`config.mk`:
```
export PLATFORM = sky130hd
export DESIGN_NAME = rx_port_arbiter
export DESIGN_NICKNAME = d
export VERILOG_FILES = /design/src/rtl/nf10_rx_arb_pkg.sv /design/src/rtl/rx_port_arbiter_rr_select.sv /design/src/rtl/rx_port_arbiter.sv
export SDC_FILE = /design/constraint.sdc
export NUM_CORES = 1
export LEC_CHECK = 0
export ABC_AREA = 1
export CAP_MARGIN = 0
export CORE_AREA = 4 4 147 149
export CTS_CLUSTER_DIAMETER = 40
export DETAILED_ROUTE_END_ITERATION = 10
export DIE_AREA = 0 0 151 153
export DONT_BUFFER_PORTS = 1
export GPL_ROUTABILITY_DRIVEN = 0
export PLACE_DENSITY_LB_ADDON = 0.3
export SKIP_LAST_GASP = 1
export SYNTH_ARGS = -nofsm -noshare
export SYNTH_HDL_FRONTEND = slang
export SYNTH_SLANG_ARGS = --single-unit
```
`constraint.sdc`:
```
create_clock -name clk -period 1.5 [get_ports clk]
set_input_delay 0.3 -clock clk [delete_from_list [all_inputs] [get_ports clk]]
set_output_delay 0.3 -clock clk [all_outputs]
set_load 0.01 [all_outputs]
```
`src/rtl/nf10_rx_arb_pkg.sv`:
```
// Shared definitions for the RX port arbiter: FSM state encoding and
// packet-counter width.
package nf10_rx_arb_pkg;

  typedef enum logic {
    IDLE    = 1'b0,
    FORWARD = 1'b1
  } arb_state_t;

  localparam int unsigned PKT_CNT_W = 32;

endpackage

```
`src/rtl/rx_port_arbiter_rr_select.sv`:
```
// Round-robin priority search: returns the first requesting port found
// scanning upward from (last_grant + 1) mod NUM_PORTS. Purely combinational.
module rr_select
  import nf10_rx_arb_pkg::*;
#(
  parameter  int unsigned NUM_PORTS = 4,
  localparam int unsigned IDX_W     = $clog2(NUM_PORTS)
) (
  input  logic [NUM_PORTS-1:0] req,
  input  logic [IDX_W-1:0]     last_grant,
  output logic [IDX_W-1:0]     idx,
  output logic                 found
);

  logic [IDX_W-1:0] cand;

  // Scan candidates in rotating priority order; the first hit wins.
  always_comb begin
    idx   = '0;
    found = 1'b0;
    cand  = '0;
    for (int unsigned i = 0; i < NUM_PORTS; i++) begin
      cand = IDX_W'((32'(last_grant) + 32'd1 + i) % NUM_PORTS);
      if (!found && req[cand]) begin
        idx   = cand;
        found = 1'b1;
      end
    end
  end

endmodule

```
`src/rtl/rx_port_arbiter.sv`:
```
// Packet-level round-robin arbiter merging NUM_PORTS AXI-Stream RX ports
// into one output stream. A grant is held until tlast is accepted; each
// packet costs one idle arbitration cycle.
// Optional feature: define RX_PORT_ARBITER_PKT_CNT_EN to add per-port
// 32-bit accepted-packet counters on output pkt_count.
module rx_port_arbiter
  import nf10_rx_arb_pkg::*;
#(
  parameter  int unsigned NUM_PORTS      = 4,
  parameter  int unsigned AXI_DATA_WIDTH = 64,
  localparam int unsigned STRB_W         = AXI_DATA_WIDTH / 8,
  localparam int unsigned IDX_W          = $clog2(NUM_PORTS)
) (
  input  logic                                clk,
  input  logic                                reset,
  input  logic [NUM_PORTS*AXI_DATA_WIDTH-1:0] s_tdata,
  input  logic [NUM_PORTS*STRB_W-1:0]         s_tstrb,
  input  logic [NUM_PORTS-1:0]                s_tvalid,
  input  logic [NUM_PORTS-1:0]                s_tlast,
  output logic [NUM_PORTS-1:0]                s_tready,
  output logic [AXI_DATA_WIDTH-1:0]           m_tdata,
  output logic [STRB_W-1:0]                   m_tstrb,
  output logic                                m_tvalid,
  output logic                                m_tlast,
  input  logic                                m_tready,
  output logic [IDX_W-1:0]                    grant_idx,
  output logic                                busy
`ifdef RX_PORT_ARBITER_PKT_CNT_EN
  ,
  output logic [NUM_PORTS*PKT_CNT_W-1:0]      pkt_count
`endif
);

  arb_state_t       state_q, state_d;
  logic [IDX_W-1:0] grant_q;
  logic [IDX_W-1:0] last_grant_q;
  logic [IDX_W-1:0] sel_idx;
  logic             sel_found;
  logic             tlast_accept;

  rr_select #(
    .NUM_PORTS (NUM_PORTS)
  ) u_rr_select (
    .req        (s_tvalid),
    .last_grant (last_grant_q),
    .idx        (sel_idx),
    .found      (sel_found)
  );

  assign tlast_accept = m_tvalid & m_tready & m_tlast;
  assign grant_idx    = grant_q;
  assign busy         = (state_q == FORWARD);

  // State register plus grant capture while arbitrating in IDLE.
  always_ff @(posedge clk or posedge reset) begin
    if (reset) begin
      state_q      <= IDLE;
      grant_q      <= '0;
      last_grant_q <= IDX_W'(NUM_PORTS - 1);
    end else begin
      state_q <= state_d;
      if (state_q == IDLE && sel_found) begin
        grant_q      <= sel_idx;
        last_grant_q <= sel_idx;
      end
    end
  end

  // Next-state: arbitrate in IDLE, hold the grant until tlast is accepted.
  always_comb begin
    state_d = state_q;
    unique case (state_q)
      IDLE:    if (sel_found)    state_d = FORWARD;
      FORWARD: if (tlast_accept) state_d = IDLE;
      default: state_d = IDLE;
    endcase
  end

  // Output mux: only the granted port is connected, and only in FORWARD.
  always_comb begin
    m_tdata  = '0;
    m_tstrb  = '0;
    m_tvalid = 1'b0;
    m_tlast  = 1'b0;
    s_tready = '0;
    if (state_q == FORWARD) begin
      m_tdata           = s_tdata[grant_q*AXI_DATA_WIDTH +: AXI_DATA_WIDTH];
      m_tstrb           = s_tstrb[grant_q*STRB_W +: STRB_W];
      m_tvalid          = s_tvalid[grant_q];
      m_tlast           = s_tlast[grant_q];
      s_tready[grant_q] = m_tready;
    end
  end

`ifdef RX_PORT_ARBITER_PKT_CNT_EN
  logic [PKT_CNT_W-1:0] pkt_cnt_q [NUM_PORTS];

  // Count accepted tlast beats per port; wraps naturally at 2^32.
  always_ff @(posedge clk or posedge reset) begin
    if (reset) begin
      for (int unsigned i = 0; i < NUM_PORTS; i++) pkt_cnt_q[i] <= '0;
    end else if (tlast_accept) begin
      pkt_cnt_q[grant_q] <= pkt_cnt_q[grant_q] + 1'b1;
    end
  end

  for (genvar g = 0; g < NUM_PORTS; g++) begin : g_cnt
    assign pkt_count[g*PKT_CNT_W +: PKT_CNT_W] = pkt_cnt_q[g];
  end
`endif

endmodule
```
[After elaboration in Yosys (flattened, before gate mapping)]
Index checks and enable logic that the tools add are counted.
Operators by class
  add/sub/neg operators: 4
  $lt $le $gt $ge: 6
  shifts and indexed selects: 2
  mux-type cells: 30
  bitwise logic cells: 4
  reductions and logical operators: 8
Operators with widths (count)
  $shiftx A256 B9 Y64: 1
  $mux W64: 1
  $shiftx A32 B6 Y8: 1
  $lt A2 B3 Y1 const B: 5
  $mux W1: 15
  $bmux W1 S2: 6
  $mux W2: 4
  $mux W8: 1
  $logic_and A1 B1 Y1: 5
  $add A2 B1 Y2 const B: 2
  $add A2 B2 Y2 const B: 2
  $and A4 B4 Y4: 1
  $mux W4: 1
  $logic_not A1 Y1: 3
  $and A1 B1 Y1: 2
  $demux W1 S2: 1
  $ge A2 B1 Y1 const B: 1
  $pmux W1 S2: 1
  $not A1 Y1: 1
Storage, ports and cells
  bits in registers: 5
  input port bits: 299
  output and inout bits: 81
  logic and storage cells: 57

[Logic depth before layout (Yosys ltp)]
Gate-level depths: netlist of run 1.
  depth after elaboration: 15
  gate-level depth with buffers: 12
  mapped depth without buffers: 11

[Modules after synthesis]
A second synthesis of run 1 with hierarchy kept.
Second synthesis, totals
  cell total of the unflattened synthesis: 540
  area total of the unflattened synthesis: 3741.1 sq um
By module, submodules not included
  rx_port_arbiter: times used 1, cells an instance 483, area each 3433.3 sq um, seq. area each 127.6 sq um
  rr_select: times used 1, cells an instance 57, area each 307.8 sq um, seq. area each 0.0 sq um

[Worst setup path before layout of run 1]
No wires, ideal clock.
  path type: register to output
  from: reg grant_q[0] (netlist: grant_idx[0])
  to: out m_tdata[10]
  arrival time: 1295 ps
  required time: 1200 ps
  path slack: -95 ps
  stages on the path, launching flop included: 6
  buffers on the path: 2
  path through: dfrtp_1 > nor2_1 > buf_2 > buf_2 > a22oi_1 > a31oi_1
On the way
  word-level cells in the longest chain between the ends: 2
Ends and longest elaborated chain
  from (decl): RTL line rx_port_arbiter.sv:35  | logic [IDX_W-1:0] grant_q;
  from (signal assigned): RTL line rx_port_arbiter.sv:63  | grant_q <= sel_idx;
  $shiftx A256 B9 Y64: RTL line rx_port_arbiter.sv:87  | m_tdata = s_tdata[grant_q*AXI_DATA_WIDTH +: AXI_DATA_WIDTH];
  $mux W64: RTL line rx_port_arbiter.sv:86  | if (state_q == FORWARD) begin
  to (decl): RTL line rx_port_arbiter.sv:21  | output logic [AXI_DATA_WIDTH-1:0] m_tdata,
No other way between the ends.

[Worst setup path after layout of run 1]
  from: reg grant_q[1] (netlist: grant_idx[1])
  to: out m_tdata[31]
Same word-level chain as after synthesis.

==> summary.txt, run 1 <==
Setup path
  – Crit path cell chain: inv_2 > nor2_4 > buf_12 > buf_12 > buf_12 > buf_12 > nand2_2 > a31oi_4
  – Worst path max stage delay: 0.44 ns
  – Family with the most delay on the worst path: buffers and inverters
  – R2R Setup Slk: -0.22 ns
  – Critical R2R Capture: busy
  – Worst path bufs/invs: 5
  – Most frequent CP cell: buf_12
  – Crit. Startpoint: grant_idx[1]
  – R2r worst-path depth: 12
  – CP Max Fanout: 7
  – Worst EP required: 1.20 ns
  – CP Class: reg -> out
  – Crit path launch type: flip-flop
  – Slowest CP cell: dfrtp_2
  – Critical path arrival: 1.68 ns
  – Setup crit end kind: output pin
  – Worst r2r src: grant_idx[1]

Logic synthesis
  – Gate Count Post-Synth: 431
  – Seq/Total Area, Yosys: 0.0530
  – Synth area leaders: nand2_1, a22oi_1, a31oi_1
  – Yosys warns: 0
  – Post-Syn Area: 0.00241 mm2
  – Seq cells post-synth: 5
  – Mapped Nets: 730
  – Ys async rst share: 1.00
  – Share of the synthesized area in the top cell type: 0.271
  – Number of synthesized flops with an enable pin: 0
  – Commonest cells in the synthesized netlist: nand2_1, a22oi_1, a31oi_1
  – Count leader, synth: nand2_1
  – Netlist cell types: 29
  – Syn Area/Cell: 5.59 um2
  – Main flop type after synthesis: dfrtp_1
  – Post-synth top area cell: nand2_1

Timing
  – RSZ-0062 raised after global routing: true
  – Setup tns final: -30.96 ns
  – Fin crit period: 1.98 ns
  – Final hold violations: 0
  – Crit share post-route: 1.32
  – Hold Slack: 0.411 ns
  – Clock skew: 0.00184 ns
  – Slew of the pin with the lowest slew margin: 0.422 ns
  – Final setup vio count: 82
  – Maximum achievable frequency: 505 MHz
  – Slew HR: 0.719
  – Max-slew violations: 0
  – Setup WS post-layout: -0.479 ns

CTS
  – CTS tree: done
  – CTS clk-pin slew, worst paths: 0.03 ns
  – Max Root-Sink Buffers: 2
  – Num CTS Buffers: 3
  – Clock tree root driver cell: clkbuf_16
  – Clock latency on the worst-skew pair: 0.23 ns
  – H-tree levels: 1
  – Sink Count: 5

Min path
  – Worst Hold Class: in -> async

Placement
  – Detailed placement HPWL: 12200 um
  – Port Buf Inserts: 0
  – Placed Area: 0.00337 mm2

Detailed routing
  – 1st-iter DRT viols: 238
  – Avg WL per Cell: 24.1 um
  – DR pass1 iterations: 6
  – Via count: 3859
  – Total length of routed wires: 18600 um
  – DRC Markers: 0
  – Vias/cell: 4.99
  – Post-DRT Antenna Nets: 0

Floorplan
  – Die W: 151 um
  – # rows: 52
  – Starting density of the core: 0.119
  – Io pins: 380
  – Core Box Area: 0.0202 mm2
  – DIE HEIGHT: 153 um
  – Die area: 0.0231 mm2

Flow run
  – Max_cap viols: 0

Cells and area
  – Share of cells above drive strength 1: 0.540
  – Final net count: 802
  – Layout area overhead: 110%
  – Fill cells: 2199
  – Fin area: 0.00505 mm2

Global route
  – Vias in the first global route: 3794
  – Initial antenna violation count: 1
  – GRT Util Overall: 0.120
  – Grt total ovfl: 0
  – Largest net degree at the start of global routing: 39
  – First-pass GRT wire length: 21600 um

Status
  – Violated checks: setup timing
  – Outcome: finished, violations left

Power
  – Final total power: 0.0137 W
  – Pwr Density: 2720 mW/mm2
  – IR drop worst, VDD: 1.02 mV
  – LEAKAGE: 1.74 nW
worst max-delay path by stage:
| stage | endpoint | slack [ns] | cells after the start |
|---|---|---|---|
| 6_report | m_tdata[31] | -0.48 | 8 |
| 3_5_place_dp | m_tstrb[0] | -0.22 | 6 |
| 4_1_cts | m_tdata[24] | -0.42 | 7 |
| 3_3_place_gp | m_tstrb[0] | -0.23 | 6 |
| 5_1_grt | m_tdata[21] | -0.54 | 8 |
| 2_1_floorplan | m_tdata[10] | -0.02 | 5 |
registers in the layout (all words and copies together), names as in the netlist:
register      flops
grant_idx         2
last_grant_q      2
busy              1
per-layer routing:
layer / GRT usage / vias up / wire length, um / share of wire
met4: 0.0337 / 0 / 596 / 0.032
li1: - / 1704 / - / -
met3: 0.0278 / 26 / 1600 / 0.086
met1: 0.138 / 1848 / 7090 / 0.38
met2: 0.218 / 281 / 9340 / 0.50
met5: 0 / - / 0 / 0
cells by family (layout without fill, tap and decap cells):
| logic type | Yosys count | count (layout) | synth area share |
|---|---|---|---|
| AND/OR/NAND/NOR | 213 | 213 | 0.388 |
| AO/OA/AOI/OAI | 153 | 153 | 0.436 |
| buffers and inverters | 60 | 131 | 0.123 |
| flip-flops | 5 | 5 | 0.0530 |
| other | 0 | 1 | 0 |
placed cells by master (no fill, tap or decap), types with 3 or more instances in the layout:
cell type	synthesis	final
nand2_1	174	134
buf_4	3	60
a22oi_1	72	56
a31oi_4	0	38
nand2_4	7	29
nand2_2	11	28
buf_12	0	20
a31oi_1	72	17
a31oi_2	0	17
a22oi_2	0	16
buf_6	2	12
clkbuf_16	0	11
inv_1	14	7
nor2_4	0	7
inv_4	1	5
inv_2	3	4
buf_16	0	4
nand3_4	1	3
nor2_1	11	3
nand4_1	3	3
buf_8	0	3
per-stage QoR:
| step | instances | worst slack, ns | utilization |
|---|---|---|---|
| 6_report | 773 | -0.479 | 0.250 |
| 3_3_place_gp | 723 | -0.232 | 0.167 |
| 2_1_floorplan | 431 | -0.0240 | - |
| 3_5_place_dp | 723 | -0.217 | 0.167 |
| 5_1_grt | 773 | -0.538 | 0.250 |
| 4_1_cts | 746 | -0.417 | 0.201 |
repair_timing:
action	4_1_cts	5_1_grt
endpoints found under the hold margin	3	0
pin swaps	19	65
setup buffers	14	17
endpoints found under the setup margin	83	82
gates resized for setup	70	130
hold buffers	1	0
cloned	4	10
power breakdown:
part	switching, W	total (W)	internal [W]	leakage [nW]
Combinational	0.00690	0.0129	0.00599	1.65
Sequential	0.000147	0.000375	0.000228	0.0525
Clock	0.0000919	0.000444	0.000353	0.0382
Total	0.00714	0.0137	0.00657	1.74
layout make-up:
class                   instances  area [um2]  share of cell area
repair buffers                108        1350               0.268
clock buffers                   4        78.8              0.0156
well taps                     270         338              0.0669
diodes                          1        2.50            0.000496
flip-flops and latches          5         130              0.0258
inverters                      19        97.6              0.0193
multi-input cells             366        3050               0.604
No activity file was read; power rests on OpenSTA's default activity.
==> run 2, diff against run 1 <==
==> constraint.sdc (replaced) <==
create_clock -name clk -period 1.5 [get_ports clk]
set_input_delay 0.075 -clock clk [delete_from_list [all_inputs] [get_ports clk]]
set_output_delay 0.075 -clock clk [all_outputs]
set_load 0.01 [all_outputs]
==> summary.txt, run 2 (synthesis gave the netlist of run 1 again) <==
Detailed routing
  – Avg WL per Cell: 27.1 um
  – Post-DRT Antenna Nets: 0
  – Total length of routed wires: 20700 um
  – DRC Markers: 0
  – DR pass1 iterations: 7
  – 1st-iter DRT viols: 393
  – Vias/cell: 5.25
  – Via count: 4001

Floorplan
  – Core Box Area: 0.0202 mm2
  – Io pins: 380
  – DIE HEIGHT: 153 um
  – # rows: 52
  – Die area: 0.0231 mm2
  – Starting density of the core: 0.119
  – Die W: 151 um

Cells and area
  – Final net count: 791
  – Fin area: 0.00502 mm2
  – Fin cells: 762
  – Most common cell after layout, fill and taps aside: nand2_1
  – Sequential cell area: 129 um2
  – Fill cells: 2150
  – Multi-input gate area: 0.00294 mm2
  – Share of cells above drive strength 1: 0.530
  – Commonest non-fill, non-tap cells in the layout: nand2_1, a22oi_1, buf_4
  – Final core occ: 0.249
  – Layout area overhead: 109%

CTS
  – Num CTS Buffers: 3
  – CTS clk-pin slew, worst paths: 0.03 ns
  – Max Root-Sink Buffers: 2
  – Clock tree root driver cell: clkbuf_16
  – Sink Count: 5
  – Clock latency on the worst-skew pair: 0.22 ns
  – CTS tree: done
  – H-tree levels: 1

Setup path
  – Critical path arrival: 1.71 ns
  – Slowest CP cell: dfrtp_1
  – Worst EP required: 1.42 ns
  – Most frequent CP cell: buf_12
  – CP Class: reg -> out
  – Worst path max stage delay: 0.39 ns
  – Worst path bufs/invs: 6
  – CP Max Fanout: 7
  – Family with the most delay on the worst path: buffers and inverters
  – Crit path cell chain: buf_6 > inv_4 > nor2_4 > buf_12 > buf_12 > buf_12 > nand2_2 > a31oi_1 > buf_4
  – Crit path launch type: flip-flop
  – Setup crit end kind: output pin

Timing
  – Crit share post-route: 1.19
  – RSZ-0062 raised after global routing: true
  – Final hold violations: 0
  – Fin crit period: 1.79 ns
  – Slew of the pin with the lowest slew margin: 0.366 ns
  – Setup WS post-layout: -0.287 ns
  – Slew HR: 0.756
  – Hold Slack: 0.203 ns
  – Final setup vio count: 81
  – Max-slew violations: 0
  – Clock skew: 0.000346 ns
  – Maximum achievable frequency: 560 MHz

Global route
  – GRT Util Overall: 0.122
  – Vias in the first global route: 3719
  – Largest net degree at the start of global routing: 43
  – First-pass GRT wire length: 22100 um
  – Grt total ovfl: 0
  – Initial antenna violation count: 1

Min path
  – Worst Hold Class: in -> async

Status
  – Violated checks: setup timing
  – Outcome: finished, violations left

Flow run
  – Max_cap viols: 0

Placement
  – Placed Area: 0.00304 mm2
  – Placed cells: 708
  – Detailed placement HPWL: 11100 um
  – Port Buf Inserts: 0

Power
  – IR drop worst, VDD: 1.10 mV
  – Reg power frac: 0.026
  – NetSw: 0.00742 W
  – Clk network pwr share: 0.031
  – Internal Power: 0.00673 W
  – Sw Share: 0.525
  – LEAKAGE: 1.70 nW
  – Final total power: 0.0141 W
  – Logic pwr share: 0.944
  – Pwr Density: 2820 mW/mm2
-- run 2: metal layers --
layer	routed length [um]	share of wire	GRT usage	up-vias
li1	-	-	-	1681
met1	8100	0.39	0.142	1958
met2	10400	0.50	0.230	332
met3	1780	0.086	0.0249	30
met4	441	0.021	0.0155	0
met5	0	0	0	-
-- run 2: per-stage QoR --
| stage | TNS (ns) | setup slack (ns) |
|---|---|---|
| 4_1_cts | -12.93 | -0.249 |
| 2_1_floorplan | 0 | 0.0480 |
| 6_report | -17.26 | -0.287 |
| 3_5_place_dp | -0.798 | -0.0945 |
| 3_3_place_gp | -0.630 | -0.0688 |
| 5_1_grt | -24.16 | -0.368 |
-- run 2: area by class of cell --
type,count,share of cell area
clock buffers,4,0.0157
diodes,1,0.000498
repair buffers,97,0.287
multi-input cells,366,0.585
well taps,270,0.0672
inverters,19,0.0187
flip-flops and latches,5,0.0257
-- run 2: power by group through the flow --
stage | registers [W] | logic [W] | clock network (W)
6_report | 0.000363 | 0.0134 | 0.000435
3_5_place_dp | 0.000358 | 0.00747 | 0
3_3_place_gp | 0.000359 | 0.00748 | 0
5_1_grt | 0.000383 | 0.0141 | 0.000456
4_1_cts | 0.000356 | 0.0101 | 0.000436
2_1_floorplan | 0.000290 | 0.00507 | 0
-- run 2: worst paths after layout --
path,startpoint,endpoint,slack (ns),cells after the start
setup / recovery,grant_idx[1],m_tdata[52],-0.29,9
hold / removal,reset,grant_idx[1],0.20,2
setup reg to reg,last_grant_q[0],grant_idx[1],-0.11,11
hold reg to reg,last_grant_q[0],last_grant_q[0],0.58,2
max in group asynchronous,reset,last_grant_q[0],1.05,2
min in group clk,s_tvalid[1],busy,0.22,4
-- run 2: repair_timing --
action,4_1_cts,5_1_grt
hold buffers,1,0
gates cloned,8,17
endpoints found under the hold margin,5,0
endpoints found under the setup margin,80,82
pin swaps,16,41
gates resized for setup,102,113
buffers inserted,9,15
-- run 2: worst register-to-register path, stage by stage (launching register included) --
cell	delay, ns
dfstp_2	0.65
inv_8	0.08
nand2_2	0.08
nand2_4	0.06
nand2_4	0.09
nand2_4	0.08
nor2_8	0.10
nand3_4	0.08
nand2_4	0.10
inv_4	0.05
nand2_4	0.07
nand2_1	0.06
==> run 3, diff against run 2 <==
==> constraint.sdc (replaced) <==
create_clock -name clk -period 2 [get_ports clk]
set_input_delay 0.1 -clock clk [delete_from_list [all_inputs] [get_ports clk]]
set_output_delay 0.1 -clock clk [all_outputs]
set_load 0.01 [all_outputs]
==> summary.txt, run 3 (synthesis gave the netlist of run 1 again) <==
Status
  – Outcome: finished clean

Detailed routing
  – Avg WL per Cell: 19.0 um
  – DR pass1 iterations: 6
  – 1st-iter DRT viols: 316
  – DRC Markers: 0
  – Via count: 3425
  – Vias/cell: 4.88
  – Total length of routed wires: 13400 um
  – Post-DRT Antenna Nets: 0

Timing
  – Slew of the pin with the lowest slew margin: 0.451 ns
  – Max-slew violations: 0
  – Final hold violations: 0
  – RSZ-0062 raised after global routing: false
  – Crit share post-route: 0.925
  – Clock skew: 0.000464 ns
  – Fin crit period: 1.85 ns
  – Setup tns final: 0 ns
  – Maximum achievable frequency: 540 MHz
  – Slew HR: 0.700
  – Final setup vio count: 0

Cells and area
  – Final net count: 732
  – Most common cell after layout, fill and taps aside: nand2_1
  – Share of cells above drive strength 1: 0.178
  – Commonest non-fill, non-tap cells in the layout: nand2_1, a22oi_1, a31oi_1
  – Antenna fix cells: 0
  – Layout area overhead: 25.7%
  – Fin area: 0.00303 mm2

Flow run
  – Max_cap viols: 0

Global route
  – Largest net degree at the start of global routing: 76
  – Grt total ovfl: 0
  – Initial antenna violation count: 0
  – First-pass GRT wire length: 17400 um
  – Vias in the first global route: 3189
  – GRT Util Overall: 0.0928

Setup path
  – Critical R2R Capture: grant_idx[1]
  – R2R Setup Slk: 0.39 ns
  – Crit path to: m_tdata[15]
  – Critical path arrival: 1.75 ns
  – Worst r2r src: last_grant_q[0]
  – Worst EP required: 1.90 ns
  – Setup crit end kind: output pin
  – CP Max Fanout: 42
  – Crit. Startpoint: grant_idx[0]
  – Crit path launch type: flip-flop
  – CP Class: reg -> out
  – R2r worst-path depth: 9

Placement
  – Detailed placement HPWL: 10700 um
  – Placed Area: 0.00291 mm2
  – Port Buf Inserts: 0

CTS
  – Clock tree root driver cell: clkbuf_16
  – Num CTS Buffers: 3
  – CTS tree: done
  – Sink Count: 5
  – CTS clk-pin slew, worst paths: 0.03 ns
  – Clock latency on the worst-skew pair: 0.23 ns
  – H-tree levels: 1
  – Max Root-Sink Buffers: 2

Floorplan
  – Die area: 0.0231 mm2
  – # rows: 52
  – Starting density of the core: 0.119
  – Io pins: 380
  – Core Box Area: 0.0202 mm2
  – Die W: 151 um
  – DIE HEIGHT: 153 um

Power
  – Pwr Density: 1990 mW/mm2
  – LEAKAGE: 1.03 nW
  – IR drop worst, VDD: 0.962 mV

Min path
  – Worst Hold Class: in -> async
==> run 3: changes by cell type in the layout (fill, tap and decap cells not counted), moves of 15 or more <==
cell	before	now
buf_6	15	0
nand2_4	22	7
a22oi_2	31	0
a22oi_1	41	72
nand2_2	28	11
buf_12	24	7
nand2_1	142	174
a31oi_4	30	0
a31oi_1	22	72
a31oi_2	20	0
==> run 3: area by class of cell <==
cell class              instances  area [um2]
multi-input cells             366        2010
fillers                      2360       17100
repair buffers                 38         393
clock buffers                   4        78.8
inverters                      19        81.3
flip-flops and latches          5         130
well taps                     270         338
==> run 3: through the flow <==
stage | worst slack (ns) | power [W] | hold WS (ns) | util | std cells
floorplan | 0.548 | 0.00402 | -0.123 | - | 431
CTS | 0.0275 | 0.00595 | 0.223 | 0.149 | 701
global placement | 0.321 | 0.00558 | -0.0921 | 0.144 | 696
detailed placement | 0.273 | 0.00560 | -0.0932 | 0.144 | 696
global route | 0.00215 | 0.00663 | 0.235 | 0.150 | 702
finish | 0.150 | 0.00604 | 0.217 | 0.150 | 702
==> run 3: worst min path at each step <==
| stage | end | slack, ns |
|---|---|---|
| 4_1_cts | grant_idx[1] | 0.22 |
| 2_1_floorplan | busy | -0.12 |
| 3_5_place_dp | grant_idx[1] | -0.09 |
| 5_1_grt | grant_idx[0] | 0.24 |
| 6_report | grant_idx[1] | 0.22 |
| 3_3_place_gp | grant_idx[1] | -0.09 |
==> run 3: report_power, final <==
part	switching (W)	total, W	internal [W]
clock	0.0000665	0.000331	0.000264
sequential	0.000146	0.000317	0.000171
combinational	0.00340	0.00539	0.00199
total	0.00361	0.00604	0.00242
==> run 3: layer usage <==
| layer | up-vias | routed length, um | global-route usage |
|---|---|---|---|
| met4 | 0 | 114 | 0.0108 |
| met3 | 7 | 1410 | 0.0160 |
| li1 | 1550 | - | - |
| met1 | 1584 | 5000 | 0.110 |
| met5 | - | 0 | 0 |
| met2 | 284 | 6830 | 0.177 |
==> run 3: critical path: stages, from the launching register on <==
cell and delay [ns]:
dfrtp_2 0.45, buf_4 0.17, nor2_4 0.16, buf_12 0.22
a22oi_1 0.15, a31oi_1 0.19, buf_4 0.15
==> run 3: repair_timing <==
item	in CTS	in global routing
resized for setup	0	2
buffers inserted	0	0
hold endpoints to repair	5	0
endpoints found under the setup margin	0	28
hold buffers	1	0
